`src/rtl/result_browser_pkg.sv`:
```
// Shared types and helpers for the result browser: browse state and index-width function.
package result_browser_pkg;

  typedef enum logic {
    EMPTY  = 1'b0,
    BROWSE = 1'b1
  } state_t;

  // Index width that never collapses to zero bits for a single-entry dimension.
  function automatic int idx_w(input int n);
    return (n <= 1) ? 1 : $clog2(n);
  endfunction

endpackage

```
`src/rtl/result_browser_index_counter.sv`:
```
// 2-D row/col up/down counter with wrap-around and a registered one-cycle wrap pulse.
module browse_index_counter
  import result_browser_pkg::*;
#(
  parameter int ROWS = 2,
  parameter int COLS = 2,
  localparam int RW = idx_w(ROWS),
  localparam int CW = idx_w(COLS)
) (
  input  logic          clk,
  input  logic          reset_n,
  input  logic          clear,
  input  logic          step_up,
  input  logic          step_down,
  output logic [RW-1:0] row,
  output logic [CW-1:0] col,
  output logic          wrap,
  output logic [RW-1:0] row_nxt,
  output logic [CW-1:0] col_nxt
);

  localparam logic [RW-1:0] ROW_LAST = RW'(ROWS - 1);
  localparam logic [CW-1:0] COL_LAST = CW'(COLS - 1);

  logic wrap_nxt;

  // Simultaneous up and down cancel out; clear always wins.
  always_comb begin
    row_nxt  = row;
    col_nxt  = col;
    wrap_nxt = 1'b0;
    if (clear) begin
      row_nxt = '0;
      col_nxt = '0;
    end else if (step_up && !step_down) begin
      if (col == COL_LAST) begin
        col_nxt = '0;
        if (row == ROW_LAST) begin
          row_nxt  = '0;
          wrap_nxt = 1'b1;
        end else begin
          row_nxt = row + 1'b1;
        end
      end else begin
        col_nxt = col + 1'b1;
      end
    end else if (step_down && !step_up) begin
      if (col == '0) begin
        col_nxt = COL_LAST;
        if (row == '0) begin
          row_nxt  = ROW_LAST;
          wrap_nxt = 1'b1;
        end else begin
          row_nxt = row - 1'b1;
        end
      end else begin
        col_nxt = col - 1'b1;
      end
    end
  end

  always_ff @(posedge clk or negedge reset_n) begin
    if (!reset_n) begin
      row  <= '0;
      col  <= '0;
      wrap <= 1'b0;
    end else begin
      row  <= row_nxt;
      col  <= col_nxt;
      wrap <= wrap_nxt;
    end
  end

endmodule

```
`src/rtl/result_browser.sv`:
```
// Snapshots the result matrix on an out_ready rise and steps through its elements.
// Auto-scroll is built only when RESULT_BROWSER_AUTO_EN is defined.
module result_browser
  import result_browser_pkg::*;
#(
  parameter int DATA_WIDTH  = 16,
  parameter int ROWS        = 2,
  parameter int COLS        = 2,
  parameter int AUTO_PERIOD = 50000000,
  localparam int RW = idx_w(ROWS),
  localparam int CW = idx_w(COLS)
) (
  input  logic                          clk,
  input  logic                          reset_n,
  input  logic                          out_ready,
  input  logic [ROWS*COLS*DATA_WIDTH-1:0] matrix_i,
  input  logic                          next_i,
  input  logic                          prev_i,
  input  logic                          auto_i,
  output logic [DATA_WIDTH-1:0]         sel_data,
  output logic [RW-1:0]                 row_idx,
  output logic [CW-1:0]                 col_idx,
  output logic                          sel_valid,
  output logic                          wrap_o
);

  state_t                state;
  logic                  ready_q;
  logic [DATA_WIDTH-1:0] buffer [ROWS][COLS];
  logic                  rise;
  logic                  fall;
  logic                  clear;
  logic                  step_up;
  logic [RW-1:0]         row_nxt;
  logic [CW-1:0]         col_nxt;
  logic                  auto_tick;

  assign rise  = (state == EMPTY) && out_ready && !ready_q;
  assign fall  = ready_q && !out_ready;
  assign clear = rise || fall || (state != BROWSE);

`ifdef RESULT_BROWSER_AUTO_EN
  localparam int CNT_W = $clog2(AUTO_PERIOD);
  localparam logic [CNT_W-1:0] CNT_LAST = CNT_W'(AUTO_PERIOD - 1);

  logic [CNT_W-1:0] auto_cnt;

  assign auto_tick = (state == BROWSE) && auto_i && !fall && (auto_cnt == CNT_LAST);

  // Any manual step restarts the period so the next auto step is a full period away.
  always_ff @(posedge clk or negedge reset_n) begin
    if (!reset_n) begin
      auto_cnt <= '0;
    end else if (clear || !auto_i || next_i || prev_i || auto_tick) begin
      auto_cnt <= '0;
    end else begin
      auto_cnt <= auto_cnt + 1'b1;
    end
  end
`else
  logic unused_auto;
  assign unused_auto = auto_i;
  assign auto_tick   = 1'b0;
`endif

  assign step_up = next_i || auto_tick;

  browse_index_counter #(
    .ROWS(ROWS),
    .COLS(COLS)
  ) u_index (
    .clk      (clk),
    .reset_n  (reset_n),
    .clear    (clear),
    .step_up  (step_up),
    .step_down(prev_i),
    .row      (row_idx),
    .col      (col_idx),
    .wrap     (wrap_o),
    .row_nxt  (row_nxt),
    .col_nxt  (col_nxt)
  );

  // sel_data is looked up with the counter's next index so it lines up with row_idx/col_idx.
  always_ff @(posedge clk or negedge reset_n) begin
    if (!reset_n) begin
      state     <= EMPTY;
      ready_q   <= 1'b0;
      buffer    <= '{default: '0};
      sel_data  <= '0;
      sel_valid <= 1'b0;
    end else begin
      ready_q <= out_ready;
      if (rise) begin
        for (int r = 0; r < ROWS; r++) begin
          for (int c = 0; c < COLS; c++) begin
            buffer[r][c] <= matrix_i[(r*COLS+c)*DATA_WIDTH +: DATA_WIDTH];
          end
        end
        state     <= BROWSE;
        sel_data  <= matrix_i[0 +: DATA_WIDTH];
        sel_valid <= 1'b1;
      end else if (state == BROWSE && !fall) begin
        sel_data  <= buffer[row_nxt][col_nxt];
        sel_valid <= 1'b1;
      end else begin
        state     <= EMPTY;
        sel_data  <= '0;
        sel_valid <= 1'b0;
      end
    end
  end

endmodule

```
`config.mk`:
```
export PLATFORM = sky130hd
export DESIGN_NAME = result_browser
export DESIGN_NICKNAME = d
export VERILOG_FILES = /design/src/rtl/result_browser_pkg.sv /design/src/rtl/result_browser_index_counter.sv /design/src/rtl/result_browser.sv
export SDC_FILE = /design/constraint.sdc
export NUM_CORES = 1
export LEC_CHECK = 0
export ABC_AREA = 0
export CAP_MARGIN = 0
export CORE_MARGIN = 2
export CORE_UTILIZATION = 35
export CTS_BUF_LIST = sky130_fd_sc_hd__clkbuf_4
export DETAILED_ROUTE_END_ITERATION = 12
export HOLD_SLACK_MARGIN = 0.02
export PLACE_DENSITY_LB_ADDON = 0.12
export SLEW_MARGIN = 30
export SYNTH_ARGS = -nofsm -noshare
export SYNTH_HDL_FRONTEND = slang
export SYNTH_HIERARCHICAL = 1
export SYNTH_SLANG_ARGS = --single-unit
```
`constraint.sdc`:
```
create_clock -name clk -period 4.2 [get_ports clk]
set_input_delay 0.42 -clock clk [delete_from_list [all_inputs] [get_ports clk]]
set_output_delay 0.42 -clock clk [all_outputs]
set_load 0.02 [all_outputs]
```
; ---- Word level (Yosys, flattened, before mapping)
; Index checks and enable logic that the tools add are counted.
[totals]
word_cells = 65
reg_bits = 86
[classes]
order_cmp = 2
bitwise = 3
addsub = 4
n_eq_ne = 1
n_reduce_logical = 13
n_mux = 31
[ops]
columns = cell, n
row1 = two-way mux 32 bit, 3
row2 = two-way mux 16 bit, 5
row3 = two-way mux 1 bit, 23
row4 = logical AND 1 bit, 6
row5 = logical NOT 1 bit, 5
row6 = >= comparator 2 bit (second input constant), 2
row7 = inverter 1 -> 2 bit, 2
row8 = adder 1 bit (second input constant), 2
row9 = logical OR 1 bit, 2
row10 = != test 2 bit (second input constant), 1
row11 = subtractor 1 bit (second input constant), 2
row12 = inverter 1 bit, 1

; ---- Logic depth before layout (Yosys ltp)
[depth]
word_depth = 15
mapped_depth = 8
mapped_depth_nobuf = 6

; ---- By module
; Netlist, hierarchy kept.
[by_module_without_submodules]
columns = mod, seq_area_each_um2, cells_per_inst, instances, area_per_inst_um2
row1 = result_browser, 2077.0, 249, 1, 3443.3
row2 = browse_index_counter, 75.1, 17, 1, 191.4

; ---- Least setup slack after synthesis
; OpenSTA, ideal clock, no wires.
[synth_path]
path_type = flip-flop to flip-flop
startpoint = register u_index.col
endpoint = register sel_data[10]
arrival_time_ps = 2144
setup_slack_ps = 1918
period_less_slack_ps = 2282
required_ps = 4062
stages_incl_launch_ff = 9
path_buffers = 2
path_cell_list = dfrtp_1 inv_1 ha_1 or4bb_1 o311ai_1 buf_4 buf_2 mux2i_1 o221ai_1
[synth_between]
elab_chain_len = 13
word_cells_on_any_way = 22
[synth_rtl]
columns = item, line_no
row1 = "start, declared", result_browser_index_counter.sv:16  ; output logic [CW-1:0] col,
row2 = "start signal, assigned", result_browser_index_counter.sv:69  ; col <= col_nxt;
row3 = two-way mux 1 bit, result_browser_index_counter.sv:48  ; if (col == '0) begin
row4 = two-way mux 1 bit, result_browser_index_counter.sv:47  ; end else if (step_down && !step_up) begin
row5 = two-way mux 1 bit *, result_browser_index_counter.sv:35  ; end else if (step_up && !step_down) begin
row6 = two-way mux 1 bit *, result_browser_index_counter.sv:32  ; if (clear) begin
row7 = net row_nxt, result_browser.sv:34  ; logic [RW-1:0] row_nxt;
row8 = inverter 1 -> 2 bit (not written as such) *, result_browser.sv:104  ; sel_data <= buffer[row_nxt][col_nxt];
row9 = two-way mux 32 bit (not written as such) * (3 in series), result_browser.sv:104
row10 = two-way mux 16 bit (not written as such) * (3 in series), result_browser.sv:104
row11 = two-way mux 16 bit *, result_browser.sv:103  ; end else if (state == BROWSE && !fall) begin
row12 = two-way mux 16 bit *, result_browser.sv:94  ; if (rise) begin
row13 = "end signal, assigned", result_browser.sv:101  ; sel_data <= matrix_i[0 +: DATA_WIDTH];
row14 = "end signal, assigned", result_browser.sv:104
row15 = "end, declared", result_browser.sv:20  ; output logic [DATA_WIDTH-1:0] sel_data,
; The timed path passes the listed nets; every way through them passes the cells marked *. The select of a mux whose other input is x is not followed.
; A chain may end at the register's enable or synchronous reset.

; ---- Worst setup path in the final report
[layout_path]
startpoint = input port out_ready
endpoint = register sel_data[8]
[layout_between]
elab_chain_len = 14
word_cells_on_any_way = 20
[layout_rtl]
columns = item, line_no
row1 = "start, declared", result_browser.sv:15  ; input logic out_ready,
row2 = logical AND 1 bit or logical NOT 1 bit (tied branches), "result_browser.sv:38, result_browser.sv:39"
row3 = logical AND 1 bit (on tied branches), "result_browser.sv:38, result_browser.sv:39"
row4 = logical OR 1 bit * (2 in series), result_browser.sv:40  ; assign clear = rise || fall || (state != BROWSE);
row5 = net clear, result_browser.sv:32  ; logic clear;
row6 = two-way mux 1 bit *, result_browser_index_counter.sv:32
row7 = net row_nxt, result_browser.sv:34
row8 = inverter 1 -> 2 bit (not written as such) *, result_browser.sv:104
row9 = two-way mux 32 bit (not written as such) * (3 in series), result_browser.sv:104
row10 = two-way mux 16 bit (not written as such) * (3 in series), result_browser.sv:104
row11 = two-way mux 16 bit *, result_browser.sv:103
row12 = two-way mux 16 bit *, result_browser.sv:94
; Marks and branches as above.

==> out/summary.txt <==
status = complete, no violations
Core ar. = 10200 um2
CTS Buffer Depth = 2
peak supply drop = 0.193 mV
worst-skew pair later-pin latency = 420 ps
Die Span Y = 106 um
worst slew pin tran = 935 ps
post-synthesis sequential area ratio = 59.2%
Final setup viols = 0
startpoint type of the worst setup path = input port
biggest area consumer among synthesized cells = dfrtp_1
relative slew slack = 37.7%
PostCTS Resize Cnt = 0
via-per-instance ratio = 4.73
routability cong. = 0.707
CTS tree = yes
gr ovfl total = 0
Synthesized Nets = 338
DRC Markers = 0
DR vias = 2344
initial core utilization = 35.7%
Final HPWL DP = 4720 um
Final Hold Fails = 0
period utilisation layout = 65.3%
Syn Area/Cell = 13.7 um2
post-synth top area share = 59.2%
Crit Path Max Fanout = 33
Total Power = 2.22 mW
Synth area leaders = dfrtp_1 59%, mux2_1 14%, mux2i_1 8.8%
Reg2Reg Depth = 7
MaxCap Viol Count = 0
1st-pass router iterations = 4
Layout Area Growth over Synthesis = 31.8%
first-pass GRT wire length = 12200 um
Starting DRT DRC Count = 57
antenna cells = 0
Power Density = 464 nW/um2
Die ar. = 11200 um2
Yosys reg bits = 86
fmax = 365 MHz
Nets = 427
critical path capture point type = flop
TNS Setup = 0 ps
Post-Synthesis Cells = 266
Cell Area, Synth = 3630 um2
minimum clock period after layout = 2740 ps
initial antenna violation count = 0
root buffer cell = clkbuf_4
critical path type = in2reg
Ports = 90
YS warnings = 6
CTS buffer count = 9
clock transition at the registers of the reported paths = 140 ps
worst reg2reg startpoint = ready_q
clk sinks = 86
CTS H-tree lvls = 3
FILL cells = 942
share of cells above drive strength 1 = 7.22%
worst reg2reg endpoint = sel_data[8]
Hold Crit Class = in2async
input/output buffers = 88
Max Clock Skew = 14.8 ps
final WL = 7360 um
Rows = 37
Die W = 106 um
RSZ-0062 raised after global routing = false
Netlist cell types = 23
data required time of the critical path = 4480 ps
flop-to-flop setup slack = 1570 ps
largest net degree at the start of global routing = 83
vias in the first global route = 2415
post-route ant nets = 0
GRT Util Overall = 14.1%
leakage power = 1.99 nW
final slew viol count = 0
WL/cell = 14.8 um
Crit path arrival time = 3030 ps
[area by class of cell]
| type | count | area, um2 | share of cell area [%] |
|---|---|---|---|
| Multi-Input combinational cell | 147 | 1320 | 27.6 |
| Timing Repair Buffer | 93 | 918 | 19.2 |
| Inverter | 18 | 67.6 | 1.41 |
| Tap cell | 136 | 170 | 3.55 |
| Clock buffer | 10 | 75.1 | 1.57 |
| Sequential cell | 86 | 2150 | 44.9 |
| Clock inverter | 6 | 86.3 | 1.80 |
[layer usage]
metal	share of wire, %	track usage, %
met5	0	0
met1	45	18.7
met2	47	22.1
met4	1.7	6.20
met3	5.4	3.37
[stage by stage]
step | cell area (um2) | setup WS [ps] | utilization [%] | hold slack, ps | cells
after floorplan | 3630 | 1920 | - | 124 | 266
after global placement | 4620 | 990 | 45.4 | 418 | 479
after detailed placement | 4620 | 960 | 45.4 | 416 | 479
after CTS | 4790 | 1440 | 47.0 | 448 | 496
after global routing | 4790 | 1340 | 47.0 | 467 | 496
final | 4790 | 1460 | 47.0 | 474 | 496
[state kept, by name (all words and copies together), names as in the netlist]
register / count
buffer: 64
ready_q: 1
state: 1
sel_data: 16
u_index/col: 1
u_index/wrap: 1
u_index/row: 1
sel_valid: 1
[critical path, stage by stage]
cell and delay, ps:
clkdlybuf4s50_1 500, nand2b_1 160, nand2_1 200, or4b_1 630, o311ai_4 90, buf_4 540, mux2i_1 320, o221ai_1 140
[cell families (layout without fill, tap and decap cells)]
logic type,after synthesis,count (layout),synth area share (%)
simple gates,29,29,4.34
buf+inv,33,127,5.09
fa+ha+maj,2,2,0.688
compound gates,34,34,6.44
mux,81,81,24.0
flops,86,86,59.2
xor+xnor,1,1,0.241
[cell usage in the layout, fill, tap and decap left out, drive strengths merged]
cell	synthesis	routed
a21oi	1	1
and2b	1	1
buf	15	5
bufinv	0	2
clkbuf	0	10
clkdlybuf4s50	0	87
clkinv	0	4
dfrtp	86	86
dlygate4sd3	0	1
ha	2	2
inv	18	18
mux2	49	49
mux2i	32	32
nand2	17	17
nand2b	3	3
nand3	1	1
nand3b	3	3
nor2	1	1
nor3b	1	1
o21ai	16	16
o221ai	16	16
o311ai	1	1
or4b	1	1
or4bb	1	1
xor2	1	1
[cells in the mapped netlist]
library cell / n
xor2_1: 1
o21ai_0: 16
nand2b_1: 3
dfrtp_1: 86
buf_4: 2
or4b_1: 1
nor3b_2: 1
o311ai_1: 1
buf_6: 6
and2b_4: 1
ha_1: 2
mux2i_1: 32
nand3_1: 1
nand3b_1: 3
mux2_1: 46
nand2_1: 17
o221ai_1: 16
or4bb_1: 1
mux2_2: 3
buf_2: 7
inv_1: 18
a21oi_1: 1
nor2_1: 1
[how the worst max path moves through the flow]
stage | start | end | cells past startpoint
6_report | out_ready | sel_data[8] | 8
4_1_cts | out_ready | sel_data[8] | 8
3_5_place_dp | out_ready | sel_data[8] | 8
5_1_grt | out_ready | sel_data[5] | 8
3_3_place_gp | out_ready | sel_data[7] | 8
2_1_floorplan | u_index/col | sel_data[10] | 8
[what timing repair did]
item | CTS | global route
setup buffers | 0 | 0
hold buffers | 1 | 0
endpoints found under the hold margin | 36 | 0
[power breakdown]
| part | leakage [nW] | internal, mW | switching, mW | total, mW |
|---|---|---|---|---|
| sequential | 1.05 | 1.04 | 0.0989 | 1.14 |
| combinational | 0.852 | 0.301 | 0.255 | 0.555 |
| clock | 0.0880 | 0.248 | 0.279 | 0.527 |
Power figures use the tool's default switching activity.
